File: src/rtl/vga_tile_pkg.sv
// Shared timing defaults and derived-geometry helpers for the tile display.
package vga_tile_pkg;

    localparam int DEF_H_ACTIVE = 640;
    localparam int DEF_H_FP     = 16;
    localparam int DEF_H_SYNC   = 96;
    localparam int DEF_H_BP     = 48;
    localparam int DEF_V_ACTIVE = 480;
    localparam int DEF_V_FP     = 10;
    localparam int DEF_V_SYNC   = 2;
    localparam int DEF_V_BP     = 33;

    function automatic int h_total(input int act, input int fp, input int sync, input int bp);
        return act + fp + sync + bp;
    endfunction

    function automatic int v_total(input int act, input int fp, input int sync, input int bp);
        return act + fp + sync + bp;
    endfunction

    function automatic int cols(input int h_act, input int shift);
        return h_act >> shift;
    endfunction

    function automatic int rows(input int v_act, input int shift);
        return v_act >> shift;
    endfunction

    function automatic int tiles(input int h_act, input int v_act, input int shift);
        return (h_act >> shift) * (v_act >> shift);
    endfunction

    function automatic int cnt_w(input int total);
        return (total <= 2) ? 1 : $clog2(total);
    endfunction

endpackage

File: src/rtl/vga_timing.sv
// Pixel/line counters with sync-window, active-video and first-pixel decode.
module vga_timing
    import vga_tile_pkg::*;
#(
    parameter int H_ACTIVE = DEF_H_ACTIVE,
    parameter int H_FP     = DEF_H_FP,
    parameter int H_SYNC   = DEF_H_SYNC,
    parameter int H_BP     = DEF_H_BP,
    parameter int V_ACTIVE = DEF_V_ACTIVE,
    parameter int V_FP     = DEF_V_FP,
    parameter int V_SYNC   = DEF_V_SYNC,
    parameter int V_BP     = DEF_V_BP,
    parameter int XW       = cnt_w(h_total(H_ACTIVE, H_FP, H_SYNC, H_BP)),
    parameter int YW       = cnt_w(v_total(V_ACTIVE, V_FP, V_SYNC, V_BP))
) (
    input  logic          clk,
    input  logic          rst_n,
    input  logic          i_pix_en,
    output logic [XW-1:0] o_x,
    output logic [YW-1:0] o_y,
    output logic          o_hsync,
    output logic          o_vsync,
    output logic          o_active,
    output logic          o_first
);

    localparam int H_TOTAL = h_total(H_ACTIVE, H_FP, H_SYNC, H_BP);
    localparam int V_TOTAL = v_total(V_ACTIVE, V_FP, V_SYNC, V_BP);
    localparam int XW1     = XW + 1;
    localparam int YW1     = YW + 1;

    localparam logic [XW-1:0] X_LAST = XW'(H_TOTAL - 1);
    localparam logic [YW-1:0] Y_LAST = YW'(V_TOTAL - 1);
    // One extra bit so a window edge equal to the total still fits.
    localparam logic [XW:0]   H_ACT  = XW1'(H_ACTIVE);
    localparam logic [XW:0]   HS_LO  = XW1'(H_ACTIVE + H_FP);
    localparam logic [XW:0]   HS_HI  = XW1'(H_ACTIVE + H_FP + H_SYNC);
    localparam logic [YW:0]   V_ACT  = YW1'(V_ACTIVE);
    localparam logic [YW:0]   VS_LO  = YW1'(V_ACTIVE + V_FP);
    localparam logic [YW:0]   VS_HI  = YW1'(V_ACTIVE + V_FP + V_SYNC);

    logic [XW-1:0] r_x;
    logic [YW-1:0] r_y;
    logic [XW:0]   w_xe;
    logic [YW:0]   w_ye;

    always_ff @(posedge clk or negedge rst_n) begin
        if (!rst_n) begin
            r_x <= '0;
            r_y <= '0;
        end else if (i_pix_en) begin
            if (r_x == X_LAST) begin
                r_x <= '0;
                r_y <= (r_y == Y_LAST) ? '0 : r_y + 1'b1;
            end else begin
                r_x <= r_x + 1'b1;
            end
        end
    end

    assign w_xe     = {1'b0, r_x};
    assign w_ye     = {1'b0, r_y};
    assign o_x      = r_x;
    assign o_y      = r_y;
    assign o_hsync  = (w_xe >= HS_LO) && (w_xe < HS_HI);
    assign o_vsync  = (w_ye >= VS_LO) && (w_ye < VS_HI);
    assign o_active = (w_xe < H_ACT) && (w_ye < V_ACT);
    assign o_first  = (r_x == '0) && (r_y == '0);

endmodule

File: src/rtl/vga_tile_display.sv
// VGA scan-out of a tile framebuffer: write packer, tile RAM and 2-stage output pipeline.
module vga_tile_display
    import vga_tile_pkg::*;
#(
    parameter int H_ACTIVE      = DEF_H_ACTIVE,
    parameter int H_FP          = DEF_H_FP,
    parameter int H_SYNC        = DEF_H_SYNC,
    parameter int H_BP          = DEF_H_BP,
    parameter int V_ACTIVE      = DEF_V_ACTIVE,
    parameter int V_FP          = DEF_V_FP,
    parameter int V_SYNC        = DEF_V_SYNC,
    parameter int V_BP          = DEF_V_BP,
    parameter int SYNC_POL      = 0,
    parameter int TILE_SHIFT    = 4,
    parameter int COLOR_BITS    = 1,
    parameter int WR_BLANK_ONLY = 0
) (
    input  logic       clk,
    input  logic       rst_n,
    input  logic       pix_en,
    input  logic       wr_valid,
    output logic       wr_ready,
    input  logic [7:0] wr_data,
    input  logic       wr_clear,
    output logic       r,
    output logic       g,
    output logic       b,
    output logic       hsync,
    output logic       vsync,
    output logic       frame_start
);

    localparam int   H_TOTAL = h_total(H_ACTIVE, H_FP, H_SYNC, H_BP);
    localparam int   V_TOTAL = v_total(V_ACTIVE, V_FP, V_SYNC, V_BP);
    localparam int   XW      = cnt_w(H_TOTAL);
    localparam int   YW      = cnt_w(V_TOTAL);
    localparam int   COLS    = cols(H_ACTIVE, TILE_SHIFT);
    localparam int   TILES   = tiles(H_ACTIVE, V_ACTIVE, TILE_SHIFT);
    localparam int   AW      = cnt_w(TILES);
    localparam int   PW      = cnt_w(TILES + 8);
    localparam bit   MONO    = (COLOR_BITS == 1);
    localparam int   STEP    = MONO ? 8 : 1;
    localparam int   RAM_W   = MONO ? 8 : 3;
    localparam int   RAM_D   = MONO ? (TILES + 7) / 8 : TILES;
    localparam int   RAW     = cnt_w(RAM_D);
    localparam logic SP      = (SYNC_POL != 0);
    localparam bit   BLANK_ONLY = (WR_BLANK_ONLY != 0);

    logic [XW-1:0] w_x;
    logic [YW-1:0] w_y;
    logic          w_hs, w_vs, w_active, w_first;
    logic [AW-1:0] w_tile;

    vga_timing #(
        .H_ACTIVE(H_ACTIVE), .H_FP(H_FP), .H_SYNC(H_SYNC), .H_BP(H_BP),
        .V_ACTIVE(V_ACTIVE), .V_FP(V_FP), .V_SYNC(V_SYNC), .V_BP(V_BP),
        .XW(XW), .YW(YW)
    ) u_timing (
        .clk      (clk),
        .rst_n    (rst_n),
        .i_pix_en (pix_en),
        .o_x      (w_x),
        .o_y      (w_y),
        .o_hsync  (w_hs),
        .o_vsync  (w_vs),
        .o_active (w_active),
        .o_first  (w_first)
    );

    // Blanking pixels read tile 0 so the RAM address never leaves range.
    assign w_tile = w_active
        ? AW'(32'(w_y >> TILE_SHIFT) * 32'(COLS) + 32'(w_x >> TILE_SHIFT))
        : '0;

    logic          r_s1_vld, r_s1_active, r_s1_hs, r_s1_vs, r_s1_first;
    logic [AW-1:0] r_s1_addr;
    logic          r_s2_active, r_s2_hs, r_s2_vs;
    logic          r_fs;
    logic          r_run;

    always_ff @(posedge clk or negedge rst_n) begin
        if (!rst_n) begin
            r_s1_vld    <= 1'b0;
            r_s1_active <= 1'b0;
            r_s1_hs     <= 1'b0;
            r_s1_vs     <= 1'b0;
            r_s1_first  <= 1'b0;
            r_s1_addr   <= '0;
            r_s2_active <= 1'b0;
            r_s2_hs     <= 1'b0;
            r_s2_vs     <= 1'b0;
        end else if (pix_en) begin
            r_s1_vld    <= 1'b1;
            r_s1_active <= w_active;
            r_s1_hs     <= w_hs;
            r_s1_vs     <= w_vs;
            r_s1_first  <= w_first;
            r_s1_addr   <= w_tile;
            r_s2_active <= r_s1_vld && r_s1_active;
            r_s2_hs     <= r_s1_vld && r_s1_hs;
            r_s2_vs     <= r_s1_vld && r_s1_vs;
        end
    end

    always_ff @(posedge clk or negedge rst_n) begin
        if (!rst_n) begin
            r_fs  <= 1'b0;
            r_run <= 1'b0;
        end else begin
            r_fs  <= pix_en && r_s1_vld && r_s1_first;
            r_run <= 1'b1;
        end
    end

    // Write side: mono packs 8 tiles per byte, so the pointer stays byte-aligned.
    logic [PW-1:0]    r_wr_ptr;
    logic [PW-1:0]    w_wr_base, w_wr_sum, w_wr_next;
    logic [RAW-1:0]   w_wr_addr, w_rd_addr;
    logic [RAM_W-1:0] w_wr_word;
    logic             w_wr_fire;

    assign wr_ready  = r_run && !(BLANK_ONLY && r_s1_active);
    assign w_wr_fire = wr_valid && wr_ready;
    assign w_wr_base = wr_clear ? '0 : r_wr_ptr;
    assign w_wr_sum  = w_wr_base + PW'(STEP);
    assign w_wr_next = (w_wr_sum >= PW'(TILES)) ? '0 : w_wr_sum;
    assign w_wr_addr = RAW'(MONO ? (w_wr_base >> 3) : w_wr_base);
    assign w_wr_word = RAM_W'(wr_data);
    assign w_rd_addr = RAW'(MONO ? (r_s1_addr >> 3) : r_s1_addr);

    always_ff @(posedge clk or negedge rst_n) begin
        if (!rst_n)
            r_wr_ptr <= '0;
        else if (w_wr_fire)
            r_wr_ptr <= w_wr_next;
        else if (wr_clear)
            r_wr_ptr <= '0;
    end

    logic [RAM_W-1:0] r_mem [RAM_D];
    logic [RAM_W-1:0] r_rd;

    // Same-clock write/read of one word returns the old contents.
    always_ff @(posedge clk) begin
        if (w_wr_fire)
            r_mem[w_wr_addr] <= w_wr_word;
        if (pix_en)
            r_rd <= r_mem[w_rd_addr];
    end

    logic [2:0] w_color;

    if (MONO) begin : g_mono
        logic [2:0] r_bit;
        always_ff @(posedge clk or negedge rst_n) begin
            if (!rst_n)
                r_bit <= '0;
            else if (pix_en)
                r_bit <= r_s1_addr[2:0];
        end
        // Bit 7 of a byte maps to the lowest tile of its group.
        assign w_color = {3{r_rd[3'd7 - r_bit]}};
    end else begin : g_rgb
        assign w_color = r_rd[2:0];
    end

    assign {r, g, b}   = r_s2_active ? w_color : 3'b000;
    assign hsync       = r_s2_hs ? SP : ~SP;
    assign vsync       = r_s2_vs ? SP : ~SP;
    assign frame_start = r_fs;

endmodule

File: config.mk
export PLATFORM = sky130hd
export DESIGN_NAME = vga_tile_display
export DESIGN_NICKNAME = d
export VERILOG_FILES = /design/src/rtl/vga_tile_pkg.sv /design/src/rtl/vga_timing.sv /design/src/rtl/vga_tile_display.sv
export SDC_FILE = /design/constraint.sdc
export NUM_CORES = 1
export LEC_CHECK = 0
export CORE_MARGIN = 3
export CORE_UTILIZATION = 30
export DETAILED_ROUTE_END_ITERATION = 6
export PLACE_DENSITY_LB_ADDON = 0.15
export SYNTH_ARGS = -nofsm -noshare
export SYNTH_HDL_FRONTEND = slang
export SYNTH_SLANG_ARGS = --single-unit
File: constraint.sdc
create_clock -name clk -period 3.5 [get_ports clk]
set_input_delay 0.7 -clock clk [delete_from_list [all_inputs] [get_ports clk]]
set_output_delay 0.7 -clock clk [all_outputs]
set_load 0.01 [all_outputs]
==> report_table.html <==
<table>
<tr><th>Metric</th><th>Value</th></tr>
<tr><th colspan="2">Clocking</th></tr>
<tr><td>Number of levels the H-tree was split into</td><td>4</td></tr>
<tr><td>Worst-case clock buffer depth</td><td>3</td></tr>
<tr><td>Later-pin clock latency in the skew report</td><td>about 800 ps</td></tr>
<tr><td>CTS sink count</td><td>1,260</td></tr>
<tr><td>Clock slew at reported path FFs</td><td>60 ps</td></tr>
<tr><td>TritonCTS Buffers</td><td>141</td></tr>
<tr><td>Clock tree root buffer cell</td><td>sky130_fd_sc_hd__clkbuf_16</td></tr>
<tr><td>TritonCTS clock tree</td><td>done</td></tr>
<tr><td>Setup Buffers After CTS</td><td>0</td></tr>
<tr><td>CTS Hold Bufs</td><td>0</td></tr>
<tr><th colspan="2">Power</th></tr>
<tr><td>Leakage dissipation</td><td>about 18 nW</td></tr>
<tr><td>PD cells</td><td>539.1 mW/mm2</td></tr>
<tr><td>Worst IR Drop VDD</td><td>around 0.46 mV</td></tr>
<tr><th colspan="2">Global routing</th></tr>
<tr><td>GRT overflow</td><td>0</td></tr>
<tr><td>Largest net degree at the start of global routing</td><td>151</td></tr>
<tr><td>Number of antenna violations at the first check in global routing</td><td>0</td></tr>
<tr><td>Total routing resource utilization after global routing</td><td>roughly 16%</td></tr>
<tr><td>Via count of the first global-routing pass</td><td>27.22k</td></tr>
<tr><td>Global-route wire length before repair</td><td>~200 mm</td></tr>
<tr><th colspan="2">STA</th></tr>
<tr><td>Final-report hold violation count</td><td>0</td></tr>
<tr><td>Post-layout minimum cycle time</td><td>between 3000 and 4000 ps</td></tr>
<tr><td>Smallest setup slack after layout</td><td>~160 ps</td></tr>
<tr><td>Final TNS setup</td><td>0 ps</td></tr>
<tr><td>Final Skew</td><td>36.79 ps</td></tr>
<tr><td>Slew headroom</td><td>28.32%</td></tr>
<tr><td>Final worst-path cycle share</td><td>95.55%</td></tr>
<tr><td>Setup repair after global routing missed its margin</td><td>no</td></tr>
<tr><td>Top achievable clock speed</td><td>around 300 MHz</td></tr>
<tr><td>Slew at the pin closest to its max-slew limit</td><td>1075 ps</td></tr>
<tr><td>Endpoints failing setup</td><td>0</td></tr>
<tr><td>Max Slew Vio Count</td><td>0</td></tr>
<tr><th colspan="2">Synthesis</th></tr>
<tr><td>Adder-cell share of the synthesized area</td><td>less than 1%</td></tr>
<tr><td>Seq cells post-synth</td><td>1,260</td></tr>
<tr><td>Average cell area after synthesis</td><td>19.15 um2</td></tr>
<tr><td>Mapped Nets</td><td>2,639</td></tr>
<tr><td>Cell with the most instances after synthesis</td><td>sky130_fd_sc_hd__edfxtp_1</td></tr>
<tr><td>Number of flops mapped to enable cells by yosys</td><td>~1.2k</td></tr>
<tr><td>Leading cell types by count after synthesis</td><td>sky130_fd_sc_hd__edfxtp_1, sky130_fd_sc_hd__mux4_2, sky130_fd_sc_hd__nor2_1, sky130_fd_sc_hd__mux2i_1, sky130_fd_sc_hd__a22oi_1</td></tr>
<tr><td>Post-Synth XOR/XNOR Area</td><td>0.3857%</td></tr>
<tr><td>Cells taking the most area after synthesis</td><td>sky130_fd_sc_hd__edfxtp_1, sky130_fd_sc_hd__mux4_2, sky130_fd_sc_hd__mux2i_1</td></tr>
<tr><td>Number of warnings printed during yosys synthesis</td><td>0</td></tr>
<tr><td>Unique masters post-synth</td><td>63</td></tr>
<tr><td>Dominant combinational cell family by area after synthesis</td><td>multiplexers</td></tr>
<tr><td>Fraction of synthesis flops using an asynchronous set or reset pin</td><td>4.127%</td></tr>
<tr><td>Syn Inst Count</td><td>2,609</td></tr>
<tr><td>Cell type with the highest aggregate area in the netlist</td><td>sky130_fd_sc_hd__edfxtp_1</td></tr>
<tr><td>Post-synthesis share of cell area spent on and, or, nand and nor gates</td><td>3.920%</td></tr>
<tr><td>Commonest register cell after synthesis</td><td>sky130_fd_sc_hd__edfxtp_1</td></tr>
<tr><td>Cell area after technology mapping</td><td>0.04996 mm2</td></tr>
<tr><td>Top cell type's share of synthesized area</td><td>72.61%</td></tr>
<tr><td>Sequential share of the synthesized area</td><td>75.22%</td></tr>
<tr><td>Multiplexer area fraction after synthesis</td><td>roughly 13%</td></tr>
<tr><td>Synth Area in Compound Gates</td><td>4.496%</td></tr>
<tr><th colspan="2">Outcome</th></tr>
<tr><td>Result of the run</td><td>complete, no violations</td></tr>
<tr><th colspan="2">Finish</th></tr>
<tr><td>Fraction of final layout cells sized beyond drive strength 1</td><td>approximately a quarter</td></tr>
<tr><td>Area taken by multi-input logic gates</td><td>approximately 0.011 mm2</td></tr>
<tr><td># fillers</td><td>15.45k</td></tr>
<tr><td>Area taken by flip-flops and latches</td><td>0.03759 mm2</td></tr>
<tr><td>Synth-to-Final Area Change</td><td>18.15%</td></tr>
<tr><td>Number of nets in the final layout</td><td>2,944</td></tr>
<tr><th colspan="2">Detailed routing</th></tr>
<tr><td>Routed vias/inst</td><td>5.008</td></tr>
<tr><td>Number of routed nets with antenna violations</td><td>0</td></tr>
<tr><td>WL per Instance</td><td>27.01 um</td></tr>
<tr><td>Remaining routing DRC violations</td><td>0</td></tr>
<tr><td>DR pass1 iterations</td><td>6</td></tr>
<tr><td>Vias after detailed routing</td><td>26.11k</td></tr>
<tr><td>DRT Wirelength</td><td>140.8 mm</td></tr>
<tr><td>Number of DRC violations after detailed-routing iteration 0</td><td>2,664</td></tr>
<tr><th colspan="2">Worst setup path</th></tr>
<tr><td>Critical-path cell list</td><td>mux4_2 -&gt; mux2i_2 -&gt; nor2_1 -&gt; clkdlybuf4s50_1</td></tr>
<tr><td>Longest individual stage delay on the worst path</td><td>530 ps</td></tr>
<tr><td>Family with the most delay on the worst path</td><td>multiplexers</td></tr>
<tr><td>Crit Path Max Fanout</td><td>3</td></tr>
<tr><td>Buffers &amp; Inverters on Critical Path</td><td>1</td></tr>
<tr><td>Required time worst endpoint</td><td>between 2000 and 3000 ps</td></tr>
<tr><td>Category of the critical setup timing path</td><td>reg2out</td></tr>
<tr><td>Slowest cell on the critical path</td><td>sky130_fd_sc_hd__mux4_2</td></tr>
<tr><td>Crit path launch type</td><td>register</td></tr>
<tr><td>Data arrival time of the critical path</td><td>2640 ps</td></tr>
<tr><td>Flop2flop setup slack</td><td>190 ps</td></tr>
<tr><td>Sort of element at the end of the critical path</td><td>primary output</td></tr>
<tr><th colspan="2">Placed design</th></tr>
<tr><td>Post-DP HPWL</td><td>a little over 90 mm</td></tr>
<tr><td>Gpl congestion</td><td>0.8286</td></tr>
<tr><td>Port Buffer Count</td><td>19</td></tr>
<tr><td>Setup WS pre-CTS</td><td>213.4 ps</td></tr>
<tr><th colspan="2">Floorplanning</th></tr>
<tr><td>Y dimension of the die</td><td>between 400 and 500 um</td></tr>
<tr><td>Total Die Area</td><td>~0.17 mm2</td></tr>
<tr><td>Die extent in x</td><td>414.1 um</td></tr>
<tr><td>Number of cell rows</td><td>between 100 and 150</td></tr>
<tr><td>Ports placed on the boundary</td><td>20</td></tr>
<tr><td>Core Region</td><td>0.1652 mm2</td></tr>
<tr><td>Initial Utilization</td><td>a little under a third</td></tr>
<tr><th colspan="2">Min path</th></tr>
<tr><td>Min-delay worst type</td><td>in2async</td></tr>
<tr><th colspan="2">Job</th></tr>
<tr><td>Count of maximum capacitance violations</td><td>0</td></tr>
</table>
-- sequential cells by signal, summed over array words and instances, names as in the netlist, 3 cells and up --
name	count
g_mono.r_bit	3
u_timing.o_y	10
r_s1_addr	11
r_wr_ptr	8
r_rd	8
r_mem	1200
u_timing.o_x	10
-- per-layer routing --
layer	part of all wire [%]	GRT usage (%)	wire length, um	vias to the layer above
li1	-	-	-	11310
met1	45	22.80	63430	13920
met2	48	26.54	67810	715
met3	5.0	2.856	7099	165
met4	1.8	4.020	2490	0
met5	0	0	0	-
-- worst paths after layout --
check,end,startpoint,depth (start not counted)
max in group asynchronous,r_s1_addr[4]$_DFFE_PN0P_,rst_n,2
worst min register to register,frame_start$_DFF_PN0_,r_s1_first$_DFFE_PN0P_,1
worst max register to register,r_rd[1]$_DFFE_PP_,r_s1_addr[3]$_DFFE_PN0P_,8
worst max-delay path,g,g_mono.r_bit[0]$_DFFE_PN0P_,4
worst min-delay path,r_s1_vld$_DFFE_PN0P_,rst_n,1
min in group clk,u_timing.o_x[1]$_DFFE_PN0P_,pix_en,3
-- kinds of logic after synthesis --
group,Yosys count
other cells,1
xor+xnor,22
simple gates,414
buf+inv,174
compound gates,325
mux,396
flops,1260
fa+ha+maj,17
-- stage by stage --
stage	hold slack (ps)	instances	area [um2]	power [mW]	util, %
global route	172.2	5213	59020	32.97	35.73
detailed placement	497.6	4960	54450	17.66	32.96
floorplan	404.4	2609	49960	17.19	-
global placement	495.7	4960	54450	17.64	32.96
CTS	114.0	5213	59020	32.24	35.73
finish	137.1	5214	59020	31.82	35.73
-- where the power goes --
group          internal [mW]  switching, mW
clock network           8.26           6.22
registers               16.6          0.103
logic                  0.189          0.456
total                   25.0           6.78
-- cell usage in the layout (no fill, tap or decap), types with 19 or more instances in the layout --
cell,synthesis,final
sky130_fd_sc_hd__a21oi_1,52,52
sky130_fd_sc_hd__a22oi_1,68,68
sky130_fd_sc_hd__buf_12,0,25
sky130_fd_sc_hd__buf_4,14,272
sky130_fd_sc_hd__clkbuf_1,62,33
sky130_fd_sc_hd__clkbuf_16,0,141
sky130_fd_sc_hd__clkinv_1,0,26
sky130_fd_sc_hd__clkinv_2,0,20
sky130_fd_sc_hd__dfrtp_1,52,48
sky130_fd_sc_hd__edfxtp_1,1208,1208
sky130_fd_sc_hd__inv_1,25,25
sky130_fd_sc_hd__mux2i_1,163,162
sky130_fd_sc_hd__mux4_2,220,220
sky130_fd_sc_hd__nand2_1,59,58
sky130_fd_sc_hd__nand3_1,32,32
sky130_fd_sc_hd__nor2_1,197,193
sky130_fd_sc_hd__o21ai_0,25,25
sky130_fd_sc_hd__o21ai_1,19,19
sky130_fd_sc_hd__o221ai_1,46,46
sky130_fd_sc_hd__o22ai_1,56,56
-- final cells by class --
class | count | share of cell area [%]
Antenna cell | 1 | 0.004240
Clock buffer | 176 | 6.234
Clock inverter | 77 | 1.507
Inverter | 28 | 0.1781
Multi-Input combinational cell | 1175 | 19.28
Sequential cell | 1260 | 63.68
Tap cell | 2189 | 4.640
Timing Repair Buffer | 308 | 4.477
-- timing repair --
item,4_1_cts,5_1_grt
setup endpoints to repair,3,0
endpoints found under the hold margin,0,0
resized for setup,1,0
Note: power is estimated with default switching activity, not from simulation.
